--- config.mk ---
export PLATFORM = sky130hd
export DESIGN_NAME = nobl_sram_ctrl
export DESIGN_NICKNAME = d
export VERILOG_FILES = /design/src/rtl/nobl_sram_ctrl.sv
export SDC_FILE = /design/constraint.sdc
export NUM_CORES = 1
export LEC_CHECK = 0
export BUFFER_PORTS_ARGS = -buffer_cell sky130_fd_sc_hd__buf_2
export CAP_MARGIN = 20
export CORE_MARGIN = 2
export CORE_UTILIZATION = 43
export CTS_CLUSTER_SIZE = 25
export DETAILED_ROUTE_END_ITERATION = 16
export GPL_TIMING_DRIVEN = 1
export HOLD_SLACK_MARGIN = 0.08
export PLACE_DENSITY = 0.85
export REMOVE_ABC_BUFFERS = 1
export SYNTH_ARGS = -nofsm -noshare
export SYNTH_HDL_FRONTEND = slang
export SYNTH_SLANG_ARGS = --single-unit
export TNS_END_PERCENT = 100
--- constraint.sdc ---
create_clock -name clk -period 1.3 [get_ports clk]
set_input_delay 0.26 -clock clk [delete_from_list [all_inputs] [get_ports clk]]
set_output_delay 0.26 -clock clk [all_outputs]
set_load 0.03 [all_outputs]
--- src/rtl/nobl_sram_ctrl.sv ---
// Host-side controller for a 1M x 18 NoBL flow-through SRAM: byte-masked single writes, 1-4 beat reads.
// Optional statistics counters are enabled with `define NOBL_CTRL_STATS_EN.
module nobl_sram_ctrl #(
  parameter int unsigned AW = 20,
  parameter int unsigned DW = 18
`ifdef NOBL_CTRL_STATS_EN
  ,
  parameter int unsigned STATW = 16
`endif
) (
  input  logic          clk,
  input  logic          rst,
  input  logic          req_valid,
  output logic          req_ready,
  input  logic          req_we,
  input  logic [AW-1:0] req_addr,
  input  logic [1:0]    req_be,
  input  logic [DW-1:0] req_wdata,
  input  logic [1:0]    req_len,
  output logic          rsp_valid,
  output logic [DW-1:0] rsp_rdata,
  output logic          rsp_last,
  output logic          busy,
  output logic [AW-1:0] sram_a,
  output logic [1:0]    sram_bws,
  output logic          sram_we_b,
  output logic          sram_adv_lb,
  output logic          sram_ce1b,
  output logic          sram_ce2,
  output logic          sram_ce3b,
  output logic          sram_oeb,
  output logic          sram_cenb,
  output logic [DW-1:0] sram_dq_o,
  output logic          sram_dq_oe,
  input  logic [DW-1:0] sram_dq_i
`ifdef NOBL_CTRL_STATS_EN
  ,
  output logic [STATW-1:0] stat_rd,
  output logic [STATW-1:0] stat_wr
`endif
);

  typedef enum logic [0:0] {S_IDLE, S_RBURST} state_t;

  state_t        state, state_nxt;
  logic [1:0]    cnt_q, cnt_nxt;
  logic          accept, adv_beat, rd_beat, last_beat;

  // Pipeline: s1 = command on the pins, s2 = data phase on dq
  logic          s1_rd_q, s1_wr_q, s1_last_q;
  logic [DW-1:0] s1_wdata_q;
  logic          s2_rd_q, s2_last_q;

  assign sram_cenb = 1'b0;

  // State register
  always_ff @(posedge clk) begin
    if (rst) begin
      state <= S_IDLE;
      cnt_q <= 2'd0;
    end else begin
      state <= state_nxt;
      cnt_q <= cnt_nxt;
    end
  end

  // Next-state logic; cnt_q holds the beats still to issue
  always_comb begin
    state_nxt = state;
    cnt_nxt   = cnt_q;
    unique case (state)
      S_IDLE: begin
        if (accept && !req_we && req_len != 2'd0) begin
          state_nxt = S_RBURST;
          cnt_nxt   = req_len;
        end
      end
      S_RBURST: begin
        cnt_nxt = cnt_q - 2'd1;
        if (cnt_q == 2'd1) state_nxt = S_IDLE;
      end
      default: state_nxt = S_IDLE;
    endcase
  end

  // Output decode; a write right behind a read beat is held off for bus turnaround
  always_comb begin
    req_ready = 1'b0;
    adv_beat  = 1'b0;
    unique case (state)
      S_IDLE:   req_ready = !rst && !(s1_rd_q && req_we);
      S_RBURST: adv_beat  = 1'b1;
      default:  req_ready = 1'b0;
    endcase
    accept    = req_valid && req_ready;
    rd_beat   = (accept && !req_we) || adv_beat;
    last_beat = accept ? (req_len == 2'd0) : (cnt_q == 2'd1);
    busy      = !rst && (state == S_RBURST || s1_rd_q || s1_wr_q || s2_rd_q || sram_dq_oe);
  end

  // SRAM command pins
  always_ff @(posedge clk) begin
    if (rst) begin
      sram_ce1b   <= 1'b1;
      sram_ce2    <= 1'b0;
      sram_ce3b   <= 1'b1;
      sram_we_b   <= 1'b1;
      sram_adv_lb <= 1'b0;
      sram_bws    <= 2'b11;
      sram_a      <= '0;
    end else if (accept) begin
      sram_ce1b   <= 1'b0;
      sram_ce2    <= 1'b1;
      sram_ce3b   <= 1'b0;
      sram_we_b   <= !req_we;
      sram_adv_lb <= 1'b0;
      sram_bws    <= req_we ? ~req_be : 2'b11;
      sram_a      <= req_addr;
    end else if (adv_beat) begin
      sram_we_b   <= 1'b1;
      sram_adv_lb <= 1'b1;
      sram_bws    <= 2'b11;
    end else begin
      sram_ce1b   <= 1'b1;
      sram_ce2    <= 1'b0;
      sram_ce3b   <= 1'b1;
      sram_we_b   <= 1'b1;
      sram_adv_lb <= 1'b0;
      sram_bws    <= 2'b11;
    end
  end

  // Data-phase pipeline and response capture
  always_ff @(posedge clk) begin
    if (rst) begin
      s1_rd_q    <= 1'b0;
      s1_wr_q    <= 1'b0;
      s1_last_q  <= 1'b0;
      s1_wdata_q <= '0;
      s2_rd_q    <= 1'b0;
      s2_last_q  <= 1'b0;
      sram_dq_oe <= 1'b0;
      sram_dq_o  <= '0;
      sram_oeb   <= 1'b1;
      rsp_valid  <= 1'b0;
      rsp_last   <= 1'b0;
      rsp_rdata  <= '0;
    end else begin
      s1_rd_q    <= rd_beat;
      s1_wr_q    <= accept && req_we;
      s1_last_q  <= last_beat;
      if (accept && req_we) s1_wdata_q <= req_wdata;
      s2_rd_q    <= s1_rd_q;
      s2_last_q  <= s1_last_q;
      sram_dq_oe <= s1_wr_q;
      if (s1_wr_q) sram_dq_o <= s1_wdata_q;
      sram_oeb   <= !s1_rd_q;
      rsp_valid  <= s2_rd_q;
      rsp_last   <= s2_rd_q && s2_last_q;
      if (s2_rd_q) rsp_rdata <= sram_dq_i;
    end
  end

`ifdef NOBL_CTRL_STATS_EN
  // Saturating beat counters
  always_ff @(posedge clk) begin
    if (rst) begin
      stat_rd <= '0;
      stat_wr <= '0;
    end else begin
      if (s2_rd_q && stat_rd != '1) stat_rd <= stat_rd + STATW'(1);
      if (s1_wr_q && stat_wr != '1) stat_wr <= stat_wr + STATW'(1);
    end
  end
`else
  // Statistics counters compiled out.
`endif

endmodule

==> impl_metrics.yaml, run 1 <==
grt:
  grt_max_degree: 38
  grt_pass1_wl_um: 13410
  gr-total-overflow: 0
  first_global_vias: 2913
  antenna_found_initial: 0
  grtUsageTotal_pct: 19.53
clock_network:
  clkLatencyLatePin_ns: 0.35
  cts_tree: "built"
  root_buffer: "clkbuf_8"
  clock_path_buffers: 2
  clock_sinks: 92
  cts_inserted_buffers: 9
  clkTransAtPathRegs_ns: 0.09
  htree_levels: 3
placement:
  dp_hpwl_um: 5708
  gp_congestion: 0.7427
  dpl.cell_count: 559
  portBuffers: 132
  dpl_worst_slack_ns: -0.2142
  placed_area_um2: 4198
timing:
  max_freq_mhz: 671.0
  hold_viol_final: 0
  fin_crit_sh_pct: 114.6
  slew_viol_final: 0
  setup_violations: 42
  min_period_ns: 1.490
  fin_skew_ns: 0.01310
  rsz0062_at_grt: "yes"
  setup_tns_ns: -3.901
  layout_setup_ws_ns: -0.1903
final_layout:
  multiInputGateArea_um2: 1607
  layoutNonFillerInstCount: 591
  num_antenna_cells: 0
  fill_cells: 615
  final_cell_area_um2: 4931
  seqCellArea_um2: 1848
  drive_gt1_share_pct: 47.03
  syn2layout_area_growth_pct: 46.61
  num-nets-final: 550
floorplan:
  start_util_pct: 43.98
  fp.dieArea_um2: 8545
  ios: 134
  die_h_um: 92.44
  std_cell_rows: 32
  chipWidth_um: 92.44
  core-area_um2: 7647
synth:
  synth-edff-count: 0
  async_flop_share_pct: 0
  ys_seq_area_share_pct: 54.76
  synthFlopType: "dfxtp_1"
  yosysTopAreaCell: "dfxtp_1"
  synth_top_area_share_pct: 54.76
  synth-xor-area-share_pct: 0
  synth_top_family_by_area: "multiplexers"
  synthTopCellsByCount: "92 x dfxtp_1, 40 x nor2_1, 36 x mux2i_1"
  synthAdderAreaFrac_pct: 0.3720
  syn_inst: 333
  ys.warnings.count: 0
  synth.most_common_cell: "dfxtp_1"
  yosysUniqueCellTypes: 30
  ys_ff_latch: 92
  synthTopCellsByArea: "dfxtp_1 55%, mux2i_1 11%, mux2_1 6.0%, nor2_1 4.5%, nor2b_1 4.5%"
  synth_area_per_cell_um2: 10.10
  muxShareOfSynthArea_pct: 16.74
  synth_compound_area_share_pct: 8.296
  synth-simple-area-share_pct: 15.66
  syn_area_um2: 3363
setup_path:
  crit_fanout: 5
  rrSetupSlack_ns: -0.19
  reg2reg_depth: 3
  cp.arrival_ns: 1.76
  path_class: "flip-flop to flip-flop"
  worst_ep_required_time_ns: 1.57
  cp-start-kind: "flip-flop"
  cp-end-kind: "flip-flop"
  r2r-start: "state"
  reg2reg_to: "s1_last_q"
routing:
  postRouteAntennaNets: 0
  num_vias: 2909
  firstDrtPassIters: 4
  wl_um: 8991
  viasPerCell: 4.922
  first_iter_violations: 94
  wl_per_cell_um: 15.21
  drc: 0
power_and_ir_drop:
  powerDensity_nw_per_um2: 1208
  vdd_drop_max_mv: 0.8133
  power.total_mw: 5.954
  leakagePower_nw: 2.171
flow_run:
  max_cap_violations: 0
outcome:
  violations: "negative setup slack"
  outcome: "complete, but fails checks"
worst_hold_path:
  whs_path_depth: 2
  hold_end: "sram_a[7]"
  hold_class: "input pin to flip-flop"
  worstHoldStart: "req_addr[7]"
==> cell type report <==
class | count | share of cell area [%]
Inverter | 4 | 0.3045
Timing Repair Buffer | 168 | 22.86
Clock inverter | 4 | 1.522
Sequential cell | 92 | 37.48
Tap cell | 102 | 2.588
Clock buffer | 11 | 2.664
Multi-Input combinational cell | 210 | 32.58
==> critical path, cell delays in order (launching register included) <==
cell     delay [ns]
dfxtp_4        0.37
or3b_4         0.45
or4_4          0.45
a21oi_2        0.15
==> per-layer routing <==
metal / vias up / share of wire [%] / global-route usage (%)
met5: - / 0 / 0
met4: 0 / 1.7 / 8.209
met3: 14 / 5.1 / 4.150
met2: 85 / 51 / 34.06
met1: 1376 / 42 / 23.21
li1: 1434 / - / -
==> how the worst max path moves through the flow <==
stage | end | cells after the start | startpoint
finish | s1_last_q | 3 | state
floorplan | sram_a[0] | 3 | state
global placement | s1_last_q | 4 | rst
global route | sram_a[18] | 5 | state
CTS | req_ready | 3 | s1_rd_q
detailed placement | s1_last_q | 4 | rst
==> cell usage in the layout, fill, tap and decap left out, types with 2 or more instances in the layout <==
cell	instances
o21ai_1	7
o21ai_2	13
nor2b_1	24
nand3_4	3
buf_4	18
nand2_1	4
nor3_2	2
buf_6	5
nand3_2	3
mux2_1	11
nor2_1	39
mux2_4	7
clkbuf_16	6
dlygate4sd3_1	2
nand3_1	14
bufinv_16	2
clkinvlp_4	2
a21oi_1	17
dfxtp_2	2
clkbuf_1	2
mux2i_1	36
buf_8	5
buf_12	2
clkbuf_8	9
buf_2	130
inv_1	3
a21oi_2	9
dfxtp_1	89
nand2b_1	2
==> flip-flops by register name (all words and copies together), names as in the netlist, 2 cells and up <==
signal / cells
sram_a: 20
rsp_rdata: 18
s1_wdata_q: 18
sram_dq_o: 18
cnt_q: 2
sram_bws: 2
==> timing repair <==
item | CTS | global route
hold buffers | 2 | 0
endpoints found under the setup margin | 39 | 45
buffers inserted | 3 | 4
resized for setup | 22 | 71
cloned | 0 | 8
pin swaps | 5 | 21
endpoints found under the hold margin | 2 | 0
==> through the flow <==
stage / hold slack [ns] / utilization, %
detailed placement: 0.4283 / 54.89
floorplan: 0.3219 / -
global route: 0.1012 / 64.48
global placement: 0.4214 / 54.89
CTS: 0.09853 / 58.87
finish: 0.1155 / 64.48
==> power by group <==
part	internal (mW)	switching [mW]	total [mW]	leakage [nW]
registers	2.92	0.0576	2.98	0.750
clock network	1.08	0.958	2.03	0.0956
logic	0.421	0.520	0.940	1.32
total	4.42	1.54	5.95	2.17
==> cell families (layout without fill, tap and decap cells) <==
family                   count (synthesis)  count (layout)
adder cells (fa/ha/maj)                  1               1
buffers and inverters                   31             187
multiplexers                            54              54
flip-flops                              92              92
AO/OA/AOI/OAI                           52              52
other                                    1               1
AND/OR/NAND/NOR                        102             102
No activity file was read; power rests on OpenSTA's default activity.
==> inputs of run 2 (changes only) <==
Settings changed: CORE_UTILIZATION 43 to 48, PLACE_DENSITY 0.85 to 0.89.
Clock period 1.3 ns to 1.4 ns, I/O delays scaled along.
==> run 2 against run 1 <==
Effect of this change:
- the run still ends with negative setup slack left
- wire length decreased by 2.8%
- via count increased by 1.4%
- sequential cell count unchanged
- clock skew decreased by 0.0015 ns
- global-route usage increased by 1.4 points
- sequential power decreased by 7.4%
- first-iteration DRC count increased by 82%
- critical path depth increased by 2
- setup slack improved by 0.072 ns
- non-clock buffer count decreased by 12
- combinational power decreased by 18%
- largest cell class unchanged
==> impl_metrics.yaml, run 2 (synthesis gave the netlist of run 1 again) <==
outcome:
  outcome: "complete, but fails checks"
  violations: "negative setup slack"
timing:
  fin_crit_sh_pct: 108.4
  max_freq_mhz: 658.7
  fin_skew_ns: 0.01158
  min_period_ns: 1.518
  setup_violations: 21
  hold_viol_final: 0
  layout_setup_ws_ns: -0.1180
  slew_viol_final: 0
  rsz0062_at_grt: "yes"
final_layout:
  final_util_pct: 67.50
  final_cell_mix: "130 x buf_2, 90 x dfxtp_1, 39 x nor2_1, 36 x mux2i_1, 24 x nor2b_1"
  num-nets-final: 538
  fill_cells: 523
  syn2layout_area_growth_pct: 36.35
  regMostFlops: "sram_a"
  drive_gt1_share_pct: 42.47
  largest_reg_flops: 20
  num_antenna_cells: 0
  final_common_cell: "buf_2"
  layoutNonFillerInstCount: 574
clock_network:
  root_buffer: "clkbuf_8"
  htree_levels: 3
  cts_inserted_buffers: 9
  clkTransAtPathRegs_ns: 0.09
  clkLatencyLatePin_ns: 0.35
  cts_tree: "built"
  clock_path_buffers: 2
  clock_sinks: 92
placement:
  gp_congestion: 0.8766
  dpl_worst_slack_ns: -0.03823
  dp_hpwl_um: 5893
  portBuffers: 132
  dpl.cell_count: 551
routing:
  firstDrtPassIters: 4
  num_vias: 2950
  wl_um: 8736
  drc: 0
  first_iter_violations: 171
  postRouteAntennaNets: 0
  wl_per_cell_um: 15.22
  viasPerCell: 5.139
power_and_ir_drop:
  p_comb_share_pct: 14.5
  leakagePower_nw: 2.073
  vdd_drop_max_mv: 0.7940
  swShare_pct: 26.26
  powerDensity_nw_per_um2: 1161
  power.total_mw: 5.325
  clkPwrFrac_pct: 33.6
  p_int_mw: 3.927
  power_switching_mw: 1.398
  seq_power_share_pct: 51.9
floorplan:
  core-area_um2: 6794
  std_cell_rows: 30
  start_util_pct: 49.50
  ios: 134
  die_h_um: 87.71
  chipWidth_um: 87.71
  fp.dieArea_um2: 7692
worst_hold_path:
  hold_class: "input pin to flip-flop"
setup_path:
  path_buf_inv: 2
  crit_fanout: 20
  rrSetupSlack_ns: -0.12
  cp-end-kind: "flip-flop"
  cp_slowest_cell: "dfxtp_4"
  crit_chain: "buf_4, nor3b_4, nand2_2, buf_12, mux2_4"
  path_class: "flip-flop to flip-flop"
  cp-start-kind: "flip-flop"
  cp.arrival_ns: 1.75
  max_stage_delay_ns: 0.37
  worst_ep_required_time_ns: 1.63
  cp_top_family: "simple AND/OR/NAND/NOR gates"
grt:
  gr-total-overflow: 0
  grt_pass1_wl_um: 12560
  antenna_found_initial: 0
  first_global_vias: 2824
  grtUsageTotal_pct: 20.92
  grt_max_degree: 27
flow_run:
  max_cap_violations: 0
==> run 2: cell count changes in the layout (fill, tap and decap cells not counted), sizes merged <==
cell         previous run  this run
inv                     4         6
bufinv                  2         1
clkinv                  0         2
dlygate4sd3             2         1
clkinvlp                2         0
clkbuf                 17        13
buf                   160       153
==> run 2: path summary, 6_finish.rpt <==
kind / cells after the start / from / to
max: 5 / state / sram_a[3]
min: 2 / req_be[1] / sram_bws[1]
max reg2reg: 5 / state / sram_a[3]
min reg2reg: 1 / s2_last_q / rsp_last
==> run 2: worst reg2reg max path: cells and delay by family, from the launching register on <==
family	cells	cell delay, ns
buf+inv	2	0.32
mux	1	0.31
flops	1	0.37
simple gates	2	0.40
==> run 2: final cells by class <==
| type | instances | area (um2) | area share [%] |
|---|---|---|---|
| multi-input cells | 210 | 1493 | 32.55 |
| flip-flops and latches | 92 | 1849 | 40.33 |
| repair buffers | 156 | 909.6 | 19.84 |
| inverters | 4 | 15.01 | 0.3274 |
| clock inverters | 5 | 57.56 | 1.255 |
| clock buffers | 11 | 141.4 | 3.083 |
| well taps | 96 | 120.1 | 2.619 |
==> run 2: power by group through the flow <==
| stage | clock, mW | combinational (mW) | sequential (mW) |
|---|---|---|---|
| after CTS | 1.81 | 0.709 | 2.76 |
| after floorplan | 0 | 0.207 | 2.97 |
| after global routing | 1.92 | 0.818 | 2.77 |
| after detailed placement | 0 | 0.674 | 2.82 |
| after global placement | 0 | 0.651 | 2.82 |
| final | 1.79 | 0.771 | 2.76 |
==> run 2: routing by layer <==
metal	routed length (um)	vias to the layer above	global-route usage (%)
met5	0	-	0
met4	200	0	7.832
li1	-	1408	-
met3	622	19	5.184
met1	3443	1386	24.19
met2	4469	137	37.26
==> run 2: timing repair <==
action	4_1_cts	5_1_grt
gates resized for setup	19	25
setup endpoints to repair	3	34
hold buffers	1	0
hold endpoints to repair	1	0
pin swaps	3	2
gates cloned	0	2
setup buffers	3	1
==> run 2: through the flow <==
step | instance area, um2 | setup TNS (ns) | hold slack (ns)
final | 4586 | -1.969 | 0.1038
after global routing | 4586 | -3.092 | 0.09762
after global placement | 4175 | -0.02487 | 0.4107
after detailed placement | 4175 | -0.1851 | 0.4159
after floorplan | 3242 | -20.67 | 0.3419
after CTS | 4467 | -0.1607 | 0.09682
